**src/rtl/game_pkg.sv**
```systemverilog
// Shared types for the menu/game state machine and the round controller.
package game_pkg;

  typedef enum logic [2:0] {
    GS_START = 3'd0,
    GS_MENU1 = 3'd1,
    GS_MENU2 = 3'd2,
    GS_PLAY  = 3'd3,
    GS_CHECK = 3'd4,
    GS_END   = 3'd5
  } game_state_t;

  typedef enum logic [1:0] {
    WIN_NONE = 2'b00,
    WIN_P1   = 2'b01,
    WIN_P2   = 2'b10,
    WIN_DRAW = 2'b11
  } winner_t;

  typedef enum logic [2:0] {
    RS_IDLE,
    RS_SPAWN,
    RS_COUNT,
    RS_LIVE,
    RS_HOLD,
    RS_SCORE,
    RS_REPORT,
    RS_WAIT
  } round_state_t;

  // Dead-mask bit 0 is tank 1, so a lone tank-1 death is a win for player 2.
  function automatic winner_t winner_of(input logic [1:0] mask);
    case (mask)
      2'b01:   return WIN_P2;
      2'b10:   return WIN_P1;
      2'b11:   return WIN_DRAW;
      default: return WIN_NONE;
    endcase
  endfunction

endpackage

```
**src/rtl/frame_counter.sv**
```systemverilog
// Frame-tick up-counter with synchronous clear; done flags the tick that reaches limit.
module frame_counter #(
  parameter int W = 7
) (
  input  logic         clk,
  input  logic         reset,
  input  logic         clear,
  input  logic         tick,
  input  logic [W-1:0] limit,
  output logic         done
);

  localparam logic [W-1:0] ONE = W'(1);

  logic [W-1:0] count;

  always_ff @(posedge clk) begin
    if (reset || clear) begin
      count <= '0;
    end else if (tick) begin
      count <= count + ONE;
    end
  end

  assign done = tick && (count == (limit - ONE));

endmodule

```
**src/rtl/round_controller.sv**
```systemverilog
// Round sequencer: spawn, frozen countdown, live play, settle window, scoring, report.
// Optional macro DRAW_REPLAY_EN: a double death awards no point and the round is replayed.
module round_controller
  import game_pkg::*;
#(
  parameter int RESPAWN_FRAMES = 60,
  parameter int HOLD_FRAMES    = 90,
  parameter int SCORE_W        = 4
) (
  input  logic               clk,
  input  logic               reset,
  input  logic [2:0]         game_state,
  input  logic               frame_tick,
  input  logic               TankDead_1,
  input  logic               TankDead_2,
  output logic               spawn,
  output logic               freeze,
  output logic               round_active,
  output logic               round_done,
  output logic [SCORE_W-1:0] p1_score,
  output logic [SCORE_W-1:0] p2_score,
  output logic [1:0]         last_winner
);

  localparam int MAX_FRAMES = (RESPAWN_FRAMES > HOLD_FRAMES) ? RESPAWN_FRAMES : HOLD_FRAMES;
  localparam int CNT_W      = $clog2(MAX_FRAMES + 1);
  localparam logic [CNT_W-1:0]   RESPAWN_LIM = CNT_W'(RESPAWN_FRAMES);
  localparam logic [CNT_W-1:0]   HOLD_LIM    = CNT_W'(HOLD_FRAMES);
  localparam logic [SCORE_W-1:0] SCORE_MAX   = '1;
  localparam logic [SCORE_W-1:0] SCORE_ONE   = SCORE_W'(1);

  round_state_t     state, state_next;
  logic [1:0]       deaths, dead_mask, final_mask;
  logic             abort, in_play, prev_play;
  logic             counting, cnt_tick, cnt_done;
  logic [CNT_W-1:0] cnt_limit;

  assign deaths     = {TankDead_2, TankDead_1};
  assign final_mask = dead_mask | deaths;
  assign abort      = (game_state == GS_START);
  assign in_play    = (game_state == GS_PLAY);

  // One counter serves both the countdown and the settle window; it idles cleared elsewhere.
  assign counting  = (state == RS_COUNT) || (state == RS_HOLD);
  assign cnt_tick  = frame_tick && counting;
  assign cnt_limit = (state == RS_HOLD) ? HOLD_LIM : RESPAWN_LIM;

  frame_counter #(.W(CNT_W)) u_frame_counter (
    .clk   (clk),
    .reset (reset),
    .clear (!counting),
    .tick  (cnt_tick),
    .limit (cnt_limit),
    .done  (cnt_done)
  );

  always_ff @(posedge clk) begin
    if (reset) begin
      state     <= RS_IDLE;
      prev_play <= 1'b0;
      dead_mask <= 2'b00;
    end else begin
      state     <= state_next;
      prev_play <= in_play;
      if (state == RS_LIVE) begin
        dead_mask <= deaths;
      end else if (state == RS_HOLD) begin
        dead_mask <= final_mask;
      end
    end
  end

  always_comb begin
    state_next   = state;
    spawn        = 1'b0;
    freeze       = 1'b1;
    round_active = 1'b0;
    round_done   = 1'b0;
    case (state)
      RS_IDLE:   if (in_play) state_next = RS_SPAWN;
      RS_SPAWN: begin
        spawn      = 1'b1;
        state_next = RS_COUNT;
      end
      RS_COUNT:  if (cnt_done) state_next = RS_LIVE;
      RS_LIVE: begin
        freeze       = 1'b0;
        round_active = 1'b1;
        if (|deaths) state_next = RS_HOLD;
      end
      RS_HOLD: begin
        freeze = 1'b0;
        if (cnt_done) state_next = RS_SCORE;
      end
      RS_SCORE:  state_next = RS_REPORT;
      RS_REPORT: begin
        round_done = 1'b1;
        state_next = RS_WAIT;
      end
      // A new round needs a fresh entry into play, so a lingering play state cannot respawn.
      RS_WAIT: begin
        if (in_play && !prev_play) begin
          state_next = RS_SPAWN;
        end else if (game_state == GS_END) begin
          state_next = RS_IDLE;
        end
      end
      default:   state_next = RS_IDLE;
    endcase
    if (abort) state_next = RS_IDLE;
  end

  // Scores land on the edge into SCORE so they are stable a cycle before round_done.
  always_ff @(posedge clk) begin
    if (reset || abort) begin
      p1_score    <= '0;
      p2_score    <= '0;
      last_winner <= WIN_NONE;
    end else if (state == RS_HOLD && cnt_done) begin
      case (final_mask)
        2'b01: if (p2_score != SCORE_MAX) p2_score <= p2_score + SCORE_ONE;
        2'b10: if (p1_score != SCORE_MAX) p1_score <= p1_score + SCORE_ONE;
        2'b11: begin
`ifdef DRAW_REPLAY_EN
          p1_score <= p1_score;
          p2_score <= p2_score;
`else
          if (p1_score != SCORE_MAX) p1_score <= p1_score + SCORE_ONE;
          if (p2_score != SCORE_MAX) p2_score <= p2_score + SCORE_ONE;
`endif
        end
        default: ;
      endcase
      last_winner <= winner_of(final_mask);
    end
  end

endmodule

```
**config.mk**
```make
export PLATFORM = sky130hd
export DESIGN_NAME = round_controller
export DESIGN_NICKNAME = d
export VERILOG_FILES = /design/src/rtl/game_pkg.sv /design/src/rtl/frame_counter.sv /design/src/rtl/round_controller.sv
export SDC_FILE = /design/constraint.sdc
export NUM_CORES = 1
export LEC_CHECK = 0
export CORE_ASPECT_RATIO = 0.75
export CORE_MARGIN = 4
export CORE_UTILIZATION = 39
export CTS_CLUSTER_DIAMETER = 200
export DETAILED_ROUTE_END_ITERATION = 6
export PLACE_DENSITY = 0.7
export SKIP_CTS_REPAIR_TIMING = 1
export SLEW_MARGIN = 20
export SYNTH_ARGS = -nofsm -noshare
export SYNTH_HDL_FRONTEND = slang
export SYNTH_SLANG_ARGS = --single-unit
export TNS_END_PERCENT = 5
```
**constraint.sdc**
```tcl
create_clock -name clk -period 2.55 [get_ports clk]
set_input_delay 0.3825 -clock clk [delete_from_list [all_inputs] [get_ports clk]]
set_output_delay 0.3825 -clock clk [all_outputs]
set_load 0.05 [all_outputs]
```
== Yosys cells after proc, flatten, opt, wreduce, memory -nomap -nowiden ==
Index checks and enable logic that the tools add are counted.
Word-level totals
  output and inout port bits: 14
  word-level logic and storage cells: 67
  flip-flop bits (word level): 23
  bits of input ports: 8
Operators by class
  reduce and logical (&&, ||, !) cells: 20
  eq/ne operators: 20
  bitwise logic cells: 1
  mux-type cells: 15
  add/sub/neg operators: 4
Operators with widths (number)
  3-bit case mux with 8 select lines: 1
  3-bit two-way mux: 6
  3-bit equality test (second input constant): 5
  2-bit OR reduction: 5
  3-bit by 2-bit equality test with 1-bit output (second input constant): 3
  4-bit by 1-bit adder with 4-bit output (second input constant): 2
  4-bit inequality test (second input constant): 2
  7-bit by 1-bit adder with 7-bit output (second input constant): 1
  7-bit equality test: 1
  7-bit two-way mux: 1
  7-bit by 1-bit subtractor with 7-bit output (second input constant): 1
  3-bit logical NOT: 2
  2-bit inequality test (second input constant): 3
  2-bit case mux with 3 select lines: 1
  3-bit AND reduction: 2
  5-bit AND reduction: 1
  2-bit equality test (second input constant): 2
  1-bit logical AND: 4
  1-bit two-way mux: 4
  2-bit two-way mux: 2
  3-bit by 1-bit equality test with 1-bit output (second input constant): 1
  1-bit logical OR: 3
  3-bit inequality test (second input constant): 1
  2-bit by 1-bit equality test with 1-bit output (second input constant): 1
  4 further kinds: 5

== Logic depth before layout (Yosys ltp) ==
  depth in word-level cells: 7
  depth in mapped cells: 6
  mapped depth without buffers: 4

== Cells and area by module ==
Synthesis repeated with hierarchy kept, for this count alone.
Second synthesis, totals
  cells, all modules: 166
  area total of the unflattened synthesis: 1428.9 um2
By module, submodules not included
  round_controller: times used 1, seq. area each 320.3 um2, area each 942.2 um2, cells an instance 107
  frame_counter: times used 1, seq. area each 140.1 um2, area each 486.7 um2, cells an instance 59

== Worst setup path before layout ==
Ideal clock, no wire load.
  path type: flip-flop to output port
  start point: reg state[0]
  end point: out spawn
  arrival time: 1.827 ns
  path buffers: 1
  required time: 2.168 ns
  slack: 0.341 ns
  stages on the path, launching flop included: 3
  path through: dfxtp_1 -> clkbuf_1 -> nor3b_1
On the way
  cells in the longest elaborated chain, start to end: 2
Ends and longest elaborated chain
  start: declaration: line round_controller.sv:32  | round_state_t state, state_next;
  start signal: assignment: line round_controller.sv:63  | state <= state_next;
  3-bit by 1-bit equality test with 1-bit output: line round_controller.sv:79  | case (state)
  1-bit two-way mux: line round_controller.sv:79
  end: declaration: line round_controller.sv:16  | output logic spawn,
No other way between the ends.

== Worst setup path in the final report ==
  start point: reg state[2]
  end point: reg p1_score[0]
On the way
  cells in the longest elaborated chain, start to end: 7
  elaborated cells between the ends (all ways): 10
  those cells by class: add/sub (1); eq/ne (3); mux (1); reduce/logical (5)
Ends and longest elaborated chain
  3-bit equality test: line round_controller.sv:44, round_controller.sv:46, round_controller.sv:119
  7-bit two-way mux: line round_controller.sv:46  | assign cnt_limit = (state == RS_HOLD) ? HOLD_LIM : RESPAWN_LIM;
  7-bit by 1-bit subtractor with 7-bit output: line frame_counter.sv:25  | assign done = tick && (count == (limit - ONE));
  7-bit equality test: line frame_counter.sv:25
  1-bit logical AND: line frame_counter.sv:25
  1-bit logical AND *: line round_controller.sv:119  | end else if (state == RS_HOLD && cnt_done) begin
  3-bit AND reduction (no line) *
  end signal: assignment: line round_controller.sv:122  | 2'b10: if (p1_score != SCORE_MAX) p1_score <= p1_score + SCORE_ONE;
  end signal: assignment: line round_controller.sv:128  | if (p1_score != SCORE_MAX) p1_score <= p1_score + SCORE_ONE;
  end: declaration: line round_controller.sv:20  | output logic [SCORE_W-1:0] p1_score,
Every way passes the cells marked *; elsewhere a longest branch is shown, timed or not.
A chain may end at the register's enable or synchronous reset.

==> impl_metrics.json <==
{
  "status": "finished clean",
  "antenna_cells": 0,
  "fp.dieH_um": 57.0,
  "reg2reg_slack_ps": 160,
  "yosysTopAreaCell": "dfxtp_1",
  "fin_setup_tns_ps": 0,
  "clock_latency_ps": 260,
  "grt_max_degree": 14,
  "seq_power_share_pct": 55.3,
  "cp_slowest_cell": "or4_1",
  "hpwl_um": 2280,
  "worstMarginPinSlew_ps": 726,
  "layout.area.seq_um2": 460,
  "ys_ff_latch": 23,
  "synth.most_common_cell": "dfxtp_1",
  "slew_violations": 0,
  "p_clk_share_pct": 33.9,
  "timing.final.crit_period_ps": 2390,
  "cts_made_buffers": 3,
  "fin_nets": 182,
  "final_area_mm2": 0.00155,
  "clkSinkCount": 23,
  "whs_endpoint": "last_winner[1]",
  "final_hold_viol_count": 0,
  "min_from": "last_winner[1]",
  "synth_edf_count": 0,
  "multi_input_area_um2": 734,
  "final_layout_size_suffix_gt1_share_pct": 7.65,
  "grt_remaining_overflow": 0,
  "fp-row-count": 17,
  "power.density_mw_per_mm2": 430,
  "dieArea_mm2": 0.00418,
  "yosys_warnings": 0,
  "ant_nets": 0,
  "required_ps": 2750,
  "post-route-period-util_pct": 93.8,
  "hp-class": "reg2reg",
  "grt_usage_pct": 15.3,
  "antenna_found_initial": 0,
  "io_buffers": 21,
  "drcViolationCount": 0,
  "worstSetupStartpointType": "register",
  "cp_max_fo": 12,
  "clock.fmax_mhz": 418,
  "r2r_end": "p1_score[0]",
  "timing.critical_path.slowest_cell_delay_ps": 640,
  "start_util_pct": 41.6,
  "switchingPower_uw": 167,
  "path_clk_slew_ps": 90,
  "worst-setup-path-type": "reg2reg",
  "p_int_uw": 501,
  "power_uw": 668,
  "leakagePower_uw": 0.000543,
  "synth_cell_types": 37,
  "wl_um": 3020,
  "vias_per_cell": 5.67,
  "core_mm2": 0.00300,
  "yosysTopAreaCellShare_pct": 36.9,
  "reg2regPathDepth": 4,
  "synthArstFlopShare_pct": 0,
  "globalplace.congestion": 0.824,
  "synth_area_mm2": 0.00125,
  "fin_skew_ps": 6.75,
  "post_dp_cell_area_mm2": 0.00151,
  "cp_common_cell": "or4_1",
  "wl_per_cell_um": 14.5,
  "r2r_start": "state[2]",
  "irDropWorstVdd_mv": 0.295,
  "final_util_pct": 51.8,
  "synth_commonest_cells": "23 x dfxtp_1, 14 x nand2_1, 13 x nor2_1",
  "area_growth_pct": 24.6,
  "maxCapViolCount": 0,
  "avgSynthCellArea_um2": 8.49,
  "worstPathArrival_ps": 2590,
  "fillers": 277,
  "first_iter_violations": 72,
  "ios": 22,
  "synthFlopType": "dfxtp_1",
  "swShare_pct": 25.0,
  "pwr-share-comb_pct": 10.8,
  "whs_path_depth": 2,
  "die_w_um": 73.3,
  "rsz0062_at_grt": "no",
  "cp-end-kind": "register",
  "dr.pass1.iters": 4,
  "path_cells": "or3b_4 -> or4_1 -> or4_1 -> a21oi_1",
  "grt_pass1_wl_um": 5090,
  "cts_tree": "done",
  "htreeDepth": 1,
  "yosysSeqAreaShare_pct": 36.9,
  "syn_nets": 158,
  "slew_headroom_pct": 50.9,
  "setup_viol": 0,
  "syn_inst": 147,
  "root_buffer": "clkbuf_8",
  "clockBufferDepth": 2,
  "synth_area_leaders": "dfxtp_1 37%, nand2_1 4.2%, nor2_1 3.9%",
  "vias": 1180,
  "first_global_vias": 1129
}
-- worst max path at each step --
stage               slack, ps  cells past startpoint           to  startpoint
global placement          240                      5  p2_score[0]  frame_tick
finish                    160                      4  p1_score[0]    state[2]
CTS                        50                      4       freeze    state[2]
detailed placement        170                      4  p1_score[0]    state[2]
floorplan                 340                      2        spawn    state[0]
global route               30                      4  p1_score[0]    state[2]
-- placed cells by master (no fill, tap or decap), drive strengths merged, types with 2 or more instances in the layout --
| cell type | count |
|---|---|
| xnor2 | 3 |
| a211o | 3 |
| nor2 | 13 |
| nor3 | 2 |
| inv | 6 |
| or2 | 3 |
| and3b | 2 |
| mux2i | 2 |
| a211oi | 5 |
| nand2 | 14 |
| or4 | 3 |
| a2111o | 2 |
| buf | 4 |
| nand3 | 2 |
| clkbuf | 3 |
| a22oi | 2 |
| nor4 | 2 |
| o31ai | 5 |
| and3 | 4 |
| nand3b | 3 |
| a21oi | 8 |
| o21ai | 4 |
| nand4 | 2 |
| nor3b | 3 |
| a31oi | 5 |
| nand4b | 3 |
| dfxtp | 23 |
| clkdlybuf4s50 | 20 |
| nor4b | 5 |
| or3 | 2 |
| or3b | 2 |
| ha | 3 |
-- critical path, delay by kind of cell, from the launching register on --
family / cells / cell delay (ps)
flops: 1 / 550
simple gates: 3 / 1640
compound gates: 1 / 150
-- registers in the layout, summed over array words and instances, names as in the netlist --
| signal | cells |
|---|---|
| dead_mask | 2 |
| last_winner | 2 |
| state | 3 |
| prev_play | 1 |
| u_frame_counter.count | 7 |
| p2_score | 4 |
| p1_score | 4 |
-- per-layer routing --
layer,wire length [µm],global-route usage (%),share of wire [%]
met2,1490,25.7,49
met5,0,0,0
met3,147,4.40,4.9
met4,23,5.17,0.76
met1,1360,18.6,45
-- per-stage QoR --
stage	std cells	setup slack [ps]	hold WS, ps
final	208	158	473
after detailed placement	204	171	461
after floorplan	147	341	455
after global routing	208	28.4	497
after CTS	208	49.3	474
after global placement	204	244	449
-- cells by family (layout without fill, tap and decap cells) --
kind of cell	after synthesis	count (layout)	synth area share, %
AOI/OAI and AO/OA	38	38	21.2
xor gates and xnor gates	4	4	2.81
and+or+nand+nor	65	65	30.3
muxes	2	2	1.60
buffers and inverters	12	35	4.21
adders and majority gates	3	3	3.01
DFF	23	23	36.9
-- power groups by stage --
stage          Sequential (µW)  Clock (µW)  Combinational, µW
2_1_floorplan              373           0               44.3
3_3_place_gp               378           0               69.6
3_5_place_dp               378           0               71.3
4_1_cts                    370         237               71.7
5_1_grt                    371         248               78.8
6_report                   370         226               72.1
-- layout make-up --
| type | count | share of cell area (%) |
|---|---|---|
| repair buffers | 25 | 15.6 |
| well taps | 38 | 3.06 |
| flip-flops and latches | 23 | 29.6 |
| multi-input cells | 112 | 47.3 |
| clock buffers | 3 | 2.66 |
| clock inverters | 1 | 0.322 |
| inverters | 6 | 1.45 |
Power figures use the tool's default switching activity.
